===== src/rtl/ariane_pkg.sv =====
// Shared decode/issue types; only the scoreboard entry is needed by the issue buffer.
package ariane_pkg;

  typedef enum logic [3:0] {
    FU_NONE,
    FU_LOAD,
    FU_STORE,
    FU_ALU,
    FU_CTRL_FLOW,
    FU_MULT,
    FU_CSR,
    FU_FPU
  } fu_t;

  typedef struct packed {
    logic [31:0] pc;
    logic [2:0]  trans_id;
    fu_t         fu;
    logic [6:0]  op;
    logic [4:0]  rs1;
    logic [4:0]  rs2;
    logic [4:0]  rd;
    logic [31:0] result;
    logic        valid;
    logic        use_imm;
  } scoreboard_entry_t;

endpackage


===== src/rtl/issue_entry_buffer.sv =====
// In-order decode-to-issue FIFO of scoreboard entries with a head+1 lookahead port.
// DEPTH must be a power of two >= 2 so both pointers wrap by plain overflow.
module issue_entry_buffer #(
  parameter int unsigned DEPTH = 4
) (
  input  logic                          clk_i,
  input  logic                          rst_i,
  input  logic                          flush_i,
  input  ariane_pkg::scoreboard_entry_t decoded_entry_i,
  input  logic                          decoded_valid_i,
  input  logic                          decoded_is_ctrl_flow_i,
  output logic                          decoded_ack_o,
  output ariane_pkg::scoreboard_entry_t issue_entry_o,
  output logic                          issue_entry_valid_o,
  output logic                          is_ctrl_flow_o,
  input  logic                          issue_instr_ack_i,
  output ariane_pkg::scoreboard_entry_t next_entry_o,
  output logic                          next_entry_valid_o,
  output logic [$clog2(DEPTH):0]        count_o
);

  localparam int unsigned PtrW = $clog2(DEPTH);
  localparam int unsigned CntW = PtrW + 1;
  localparam logic [CntW-1:0] FullCount = CntW'(DEPTH);

  typedef struct packed {
    ariane_pkg::scoreboard_entry_t sbe;
    logic                          is_ctrl_flow;
  } slot_t;

  slot_t           mem_q [DEPTH];
  logic [PtrW-1:0] rptr_q;
  logic [PtrW-1:0] wptr_q;
  logic [CntW-1:0] count_q;
  logic [PtrW-1:0] rptr_next;
  slot_t           head_slot;
  slot_t           next_slot;
  logic            push;
  logic            pop;

  // Acceptance looks only at registered occupancy, so a full buffer refuses
  // even while it is being drained in the same cycle.
  assign decoded_ack_o       = (count_q != FullCount);
  assign issue_entry_valid_o = (count_q != '0);
  assign push                = decoded_valid_i && decoded_ack_o;
  assign pop                 = issue_entry_valid_o && issue_instr_ack_i;

  assign rptr_next = rptr_q + PtrW'(1);
  assign head_slot = mem_q[rptr_q];
  assign next_slot = mem_q[rptr_next];

  assign issue_entry_o      = head_slot.sbe;
  assign is_ctrl_flow_o     = head_slot.is_ctrl_flow;
  assign next_entry_o       = next_slot.sbe;
  assign next_entry_valid_o = (count_q >= CntW'(2)) && !head_slot.is_ctrl_flow;
  assign count_o            = count_q;

  // Flush only rewinds pointers and count; stale array contents are harmless
  // because every valid is derived from the count.
  always_ff @(posedge clk_i or posedge rst_i) begin
    if (rst_i) begin
      rptr_q  <= '0;
      wptr_q  <= '0;
      count_q <= '0;
      mem_q   <= '{default: '0};
    end else if (flush_i) begin
      rptr_q  <= '0;
      wptr_q  <= '0;
      count_q <= '0;
    end else begin
      if (push) begin
        mem_q[wptr_q] <= '{sbe: decoded_entry_i, is_ctrl_flow: decoded_is_ctrl_flow_i};
        wptr_q        <= wptr_q + PtrW'(1);
      end
      if (pop) begin
        rptr_q <= rptr_next;
      end
      if (push && !pop) begin
        count_q <= count_q + CntW'(1);
      end else if (pop && !push) begin
        count_q <= count_q - CntW'(1);
      end
    end
  end

endmodule


===== config.mk =====
export PLATFORM = sky130hd
export DESIGN_NAME = issue_entry_buffer
export DESIGN_NICKNAME = d
export VERILOG_FILES = /design/src/rtl/ariane_pkg.sv /design/src/rtl/issue_entry_buffer.sv
export SDC_FILE = /design/constraint.sdc
export NUM_CORES = 1
export LEC_CHECK = 0
export CELL_PAD_IN_SITES_DETAIL_PLACEMENT = 0
export CELL_PAD_IN_SITES_GLOBAL_PLACEMENT = 1
export CORE_MARGIN = 4
export CORE_UTILIZATION = 42
export CTS_CLUSTER_DIAMETER = 120
export DETAILED_ROUTE_END_ITERATION = 7
export GPL_TIMING_DRIVEN = 0
export PLACE_DENSITY_LB_ADDON = 0.1
export SKIP_LAST_GASP = 1
export SLEW_MARGIN = 5
export SYNTH_ARGS = -nofsm -noshare
export SYNTH_HDL_FRONTEND = slang
export SYNTH_SLANG_ARGS = --single-unit

===== constraint.sdc =====
create_clock -name clk_i -period 16.2 [get_ports clk_i]
set_input_delay 1.62 -clock clk_i [delete_from_list [all_inputs] [get_ports clk_i]]
set_output_delay 1.62 -clock clk_i [all_outputs]
set_load 0.02 [all_outputs]

==> impl_metrics.env, run 1 <==
export IMPL_status="finished, final reports clean"
export IMPL_area_growth_pct=27.5
export IMPL_r2r_cells=7
export IMPL_grt_pass1_vias=12900
export IMPL_rsz0062_at_grt="no"
export IMPL_period_minus_slack_ns=5.34
export IMPL_clk_pin_slew_worst_paths_ns=0.06
export IMPL_hold_buffers=0
export IMPL_min_delay_start="mem_q[96]"
export IMPL_via_per_inst=5.60
export IMPL_max_freq_ghz=0.187
export IMPL_setup_ws_ns=10.86
export IMPL_slew_viol_final=0
export IMPL_crit_path_start="rptr_q[1]"
export IMPL_fin_area_mm2=0.0248
export IMPL_cts_tree="done"
export IMPL_cp_start_kind="flop"
export IMPL_design_core_area_mm2=0.0456
export IMPL_synth_seq_cells=391
export IMPL_hold_class="flop to flop"
export IMPL_gp_congestion=0.788
export IMPL_die_h_um=223
export IMPL_grt_max_degree=119
export IMPL_final_cell_count_no_fill=2090
export IMPL_routed_wl_mm=51.8
export IMPL_worstPathArrival_ns=3.72
export IMPL_design_die_area_mm2=0.0498
export IMPL_grt_overflow=0
export IMPL_fin_tns_setup_ns=0
export IMPL_slew_headroom_pct=28.5
export IMPL_tightest_slew_ns=1.07
export IMPL_track_usage_pct=20.9
export IMPL_final_nets=1560
export IMPL_setup_viol=0
export IMPL_grt_pass1_wl_mm=80.7
export IMPL_portBuffers=294
export IMPL_via_count=11700
export IMPL_wl_per_cell_um=24.8
export IMPL_final_antenna_net_count=0
export IMPL_ioPinCount=298
export IMPL_worstPathRequired_ns=14.58
export IMPL_cap_violations=0
export IMPL_cp_max_fo=10
export IMPL_worstSetupEndpointType="primary output"
export IMPL_synth_warning_count=0
export IMPL_yosysSeqAreaShare_pct=50.4
export IMPL_min_delay_path_depth=1
export IMPL_cts_setup_buffers=0
export IMPL_leakage_nw=10.3
export IMPL_dp_slack_ns=11.39
export IMPL_cts_sinks=391
export IMPL_fin_crit_sh_pct=33.0
export IMPL_syn_inst=1109
export IMPL_dr_pass1_iters=4
export IMPL_clk_latency_ns=0.58
export IMPL_cts_resized=0
export IMPL_timing_final_hold_violations=0
export IMPL_hold_ws_ns=0.503
export IMPL_drc=0
export IMPL_r2r_start="count_o[0]"
export IMPL_mappedNetlistArea_mm2=0.0194
export IMPL_final_util_pct=54.4
export IMPL_power_density_mw_per_mm2=213
export IMPL_drive_gt1_share_pct=49.3
export IMPL_ir_drop_mv=0.120
export IMPL_h_tree_depth=2
export IMPL_rows=78
export IMPL_placed_area_mm2=0.0232
export IMPL_start_util_pct=42.6
export IMPL_cts_buffers_inserted=46
export IMPL_finalClockSkew_ns=0.0240
export IMPL_mappedNetlistNets=1215
export IMPL_dp_hpwl_mm=35.1
export IMPL_cts_path_max_buffers=3
export IMPL_synth_cell_types=32
export IMPL_first_iter_violations=579
export IMPL_antenna_found_initial=8
export IMPL_dpl_cell_count=2006
export IMPL_syn_area_per_cell_um2=17.5
export IMPL_die_x_um=223
export IMPL_root_buffer="clkbuf_16"
export IMPL_report_power_total_mw=5.28
export IMPL_crit_type="flop to primary output"
-- placed cells by master, fill, tap and decap left out, types with 2 or more instances in the layout --
cell type        instances
o21ai_0                  3
and3_1                   2
dfrtp_1                391
nor2_1                  11
nand3_1                  5
a21oi_1                  2
mux2_4                  40
diode_2                  3
clkbuf_16               49
buf_6                    7
xor2_1                   2
buf_4                   13
bufinv_16                4
buf_2                   58
clkbuf_8                 9
ha_1                     4
mux2_2                 346
inv_1                    6
buf_1                    4
clkinv_2                 9
buf_16                   3
mux4_2                 191
clkdlybuf4s50_1        294
clkbuf_1                18
-- where the power goes --
part / leakage [nW] / switching (mW) / internal (mW)
logic: 4.62 / 1.14 / 1.44
clock network: 0.772 / 0.410 / 0.653
registers: 4.92 / 0.268 / 1.36
-- critical path, cell delays in order (launching register included) --
cell and delay, ns:
dfrtp_1 0.34, buf_2 0.31, clkbuf_1 0.84, clkbuf_1 0.66, mux4_2 0.44, clkdlybuf4s50_1 0.56
-- registers in the layout, indices dropped and copies added (netlist names) --
name and count:
count_o 3, wptr_q 2, mem_q 384, rptr_q 2
-- worst paths after layout --
kind / slack (ns) / end
setup / recovery: 10.86 / issue_entry_o[34]
hold / removal: 0.50 / mem_q[96]
setup reg to reg: 13.64 / mem_q[95]
hold reg to reg: 0.50 / mem_q[96]
max in group asynchronous: 13.19 / mem_q[217]
min in group asynchronous: 1.56 / mem_q[99]
-- routing by layer --
layer  global-route usage [%]  part of all wire (%)  up-vias
met5                        0                  0.17        -
met4                     6.01                   2.3       12
met3                     5.17                   6.1       75
met2                     33.9                    49      265
met1                     28.3                    42     6332
li1                         -                     -     5026
-- cell families after synthesis --
kind of cell / synth area share, %
muxes: 45.3
adders and majority gates: 0.361
xor gates and xnor gates: 0.0902
DFF: 50.4
AOI/OAI and AO/OA: 0.464
buffers and inverters: 2.79
and+or+nand+nor: 0.612
-- final cells by class --
type	count	area, um^2
Inverter	8	37.5
Clock inverter	13	165
Tap cell	600	751
Timing Repair Buffer	297	3030
Clock buffer	68	1390
Sequential cell	391	9780
Buffer	90	512
Multi-Input combinational cell	620	9100
Antenna cell	3	7.51
Fill cell	3773	20800
-- Yosys cell counts (all sizes together) --
| library cell | count | share of area [%] |
|---|---|---|
| o311ai | 1 | 0.045 |
| a311oi | 1 | 0.045 |
| a221oi | 1 | 0.045 |
| inv | 8 | 0.15 |
| and3 | 2 | 0.064 |
| clkbuf | 8 | 0.15 |
| a21oi | 2 | 0.052 |
| or3 | 1 | 0.032 |
| mux4 | 191 | 22 |
| nor2b | 1 | 0.032 |
| a31o | 1 | 0.045 |
| mux2 | 386 | 23 |
| a211oi | 1 | 0.039 |
| ha | 4 | 0.26 |
| dfrtp | 391 | 50 |
| buf | 82 | 2.5 |
| mux2i | 1 | 0.052 |
| o31ai | 1 | 0.039 |
| nand3 | 5 | 0.13 |
| o21a | 1 | 0.039 |
| and3b | 1 | 0.045 |
| nor2 | 11 | 0.21 |
| nor3b | 1 | 0.097 |
| a21o | 1 | 0.039 |
| o21ai | 3 | 0.077 |
| fa | 1 | 0.10 |
| xor2 | 2 | 0.090 |
No activity file was read; power rests on OpenSTA's default activity.
==> run 2: changes to the inputs <==
==> constraint.sdc (replaced) <==
create_clock -name clk_i -period 4.3 [get_ports clk_i]
set_input_delay 0.43 -clock clk_i [delete_from_list [all_inputs] [get_ports clk_i]]
set_output_delay 0.43 -clock clk_i [all_outputs]
set_load 0.02 [all_outputs]
==> impl_metrics.env, run 2 (same netlist as run 1, synthesis figures left out) <==
export IMPL_ioPinCount=298
export IMPL_track_usage_pct=20.9
export IMPL_cp_max_fo=10
export IMPL_slew_viol_final=0
export IMPL_largest_register="mem_q"
export IMPL_cp_start_kind="flop"
export IMPL_start_util_pct=42.6
export IMPL_die_x_um=223
export IMPL_final_nets=1567
export IMPL_first_iter_violations=571
export IMPL_h_tree_depth=2
export IMPL_period_minus_slack_ns=4.00
export IMPL_dp_slack_ns=0.667
export IMPL_via_per_inst=5.65
export IMPL_endpoint="issue_entry_o[62]"
export IMPL_setup_ws_ns=0.295
export IMPL_path_buf_inv=5
export IMPL_portBuffers=294
export IMPL_cts_buffers_inserted=45
export IMPL_tightest_slew_ns=0.943
export IMPL_final_common_cell="dfrtp_1"
export IMPL_final_util_pct=54.3
export IMPL_slew_headroom_pct=37.1
export IMPL_hold_class="input port to flop"
export IMPL_cts_tree="done"
export IMPL_timing_final_hold_violations=0
export IMPL_clk_pin_slew_worst_paths_ns=0.06
export IMPL_cap_violations=0
export IMPL_final_cell_count_no_fill=2091
export IMPL_mostFrequentLayoutCells="dfrtp_1, mux2_2, clkdlybuf4s50_1, mux4_2, buf_2"
export IMPL_die_h_um=223
export IMPL_worstPathRequired_ns=3.87
export IMPL_max_freq_ghz=0.250
export IMPL_worstPathArrival_ns=3.57
export IMPL_drive_gt1_share_pct=49.2
export IMPL_grt_pass1_vias=12800
export IMPL_rows=78
export IMPL_finalClockSkew_ns=0.00982
export IMPL_power_density_mw_per_mm2=791
export IMPL_dr_pass1_iters=4
export IMPL_leakage_nw=10.3
export IMPL_worstSetupEndpointType="primary output"
export IMPL_largest_reg_flops=384
export IMPL_cts_path_max_buffers=3
export IMPL_routed_wl_mm=52.1
export IMPL_path_delay_family="buffers and inverters"
export IMPL_grt_overflow=0
export IMPL_r2r_end="mem_q[95]"
export IMPL_cp_cell_sequence="clkbuf_1, buf_2, clkbuf_1, buf_2, mux4_2, clkdlybuf4s50_1"
export IMPL_r2r_slack_ns=1.73
export IMPL_antenna_found_initial=2
export IMPL_via_count=11800
export IMPL_slowest_stage="clkdlybuf4s50_1"
export IMPL_drc=0
export IMPL_placed_area_mm2=0.0233
export IMPL_cts_sinks=391
export IMPL_r2r_cells=7
export IMPL_grt_max_degree=40
export IMPL_area_growth_pct=27.3
export IMPL_fillers=3751
export IMPL_seq_area_mm2=0.00978
export IMPL_report_power_total_mw=19.6
export IMPL_wl_per_cell_um=24.9
export IMPL_root_buffer="clkbuf_16"
export IMPL_dpl_cell_count=2014
export IMPL_ir_drop_mv=0.450
export IMPL_r2r_start="count_o[0]"
export IMPL_design_core_area_mm2=0.0456
export IMPL_crit_type="flop to primary output"
export IMPL_critPathMaxStageDelay_ns=0.64
export IMPL_fin_crit_sh_pct=93.1
export IMPL_clk_latency_ns=0.55
export IMPL_rsz0062_at_grt="no"
export IMPL_hold_buffers=0
export IMPL_gp_congestion=0.782
export IMPL_design_die_area_mm2=0.0498
export IMPL_fin_area_mm2=0.0247
export IMPL_crit_path_start="rptr_q[0]"
export IMPL_setup_viol=0
export IMPL_final_antenna_net_count=0
export IMPL_status="finished, final reports clean"
export IMPL_multi_input_area_mm2=0.00910
export IMPL_cp_depth=6
export IMPL_grt_pass1_wl_mm=80.7
export IMPL_dp_hpwl_mm=36.1
[run 2: metrics by stage]
| stage | TNS, ns | hold WS [ns] |
|---|---|---|
| 2_1_floorplan | -543.44 | 0.474 |
| 3_3_place_gp | -1674.58 | 0.483 |
| 3_5_place_dp | 0 | 0.490 |
| 4_1_cts | 0 | 0.176 |
| 5_1_grt | 0 | 0.212 |
| 6_report | 0 | 0.221 |
[run 2: layout make-up]
cell class                      count  area share, %
Buffer                             90           2.07
Timing Repair Buffer              305           12.8
Sequential cell                   391           39.5
Clock buffer                       70           5.38
Inverter                            8          0.137
Clock inverter                      6          0.243
Multi-Input combinational cell    620           36.8
Tap cell                          600           3.03
Antenna cell                        1         0.0101
[run 2: repair_timing]
action | in CTS | in global routing
buffers inserted | 0 | 0
endpoints found under the setup margin | 0 | 38
resized for setup | 0 | 3
[run 2: layer usage]
layer | routed length (um) | vias up | share of wire [%] | global-route usage, %
met5 | 31 | - | 0.060 | 0
met4 | 1220 | 4 | 2.4 | 5.87
met3 | 2910 | 75 | 5.6 | 4.95
met2 | 25300 | 262 | 49 | 33.8
met1 | 22600 | 6425 | 43 | 28.7
li1 | - | 5048 | - | -
[run 2: report_power, final]
part	internal, mW	total [mW]	switching, mW
combinational	5.43	9.76	4.33
clock	2.17	3.65	1.49
sequential	5.14	6.16	1.02
[run 2: worst min-delay path by stage]
stage,from,endpoint,slack [ns],cells after the start
finish,decoded_valid_i,wptr_q[1],0.22,3
global route,decoded_valid_i,wptr_q[1],0.21,3
CTS,decoded_valid_i,wptr_q[1],0.18,3
detailed placement,mem_q[288],mem_q[288],0.49,1
global placement,mem_q[0],mem_q[0],0.48,1
floorplan,mem_q[0],mem_q[0],0.47,1
[run 2: worst reg2reg max path: stages, from the launching register on]
cell and delay (ns):
dfrtp_1 0.38, buf_2 0.19, nor3b_4 0.22, inv_2 0.12
nand3_1 0.47, buf_2 0.41, buf_4 0.30, mux2_2 0.36
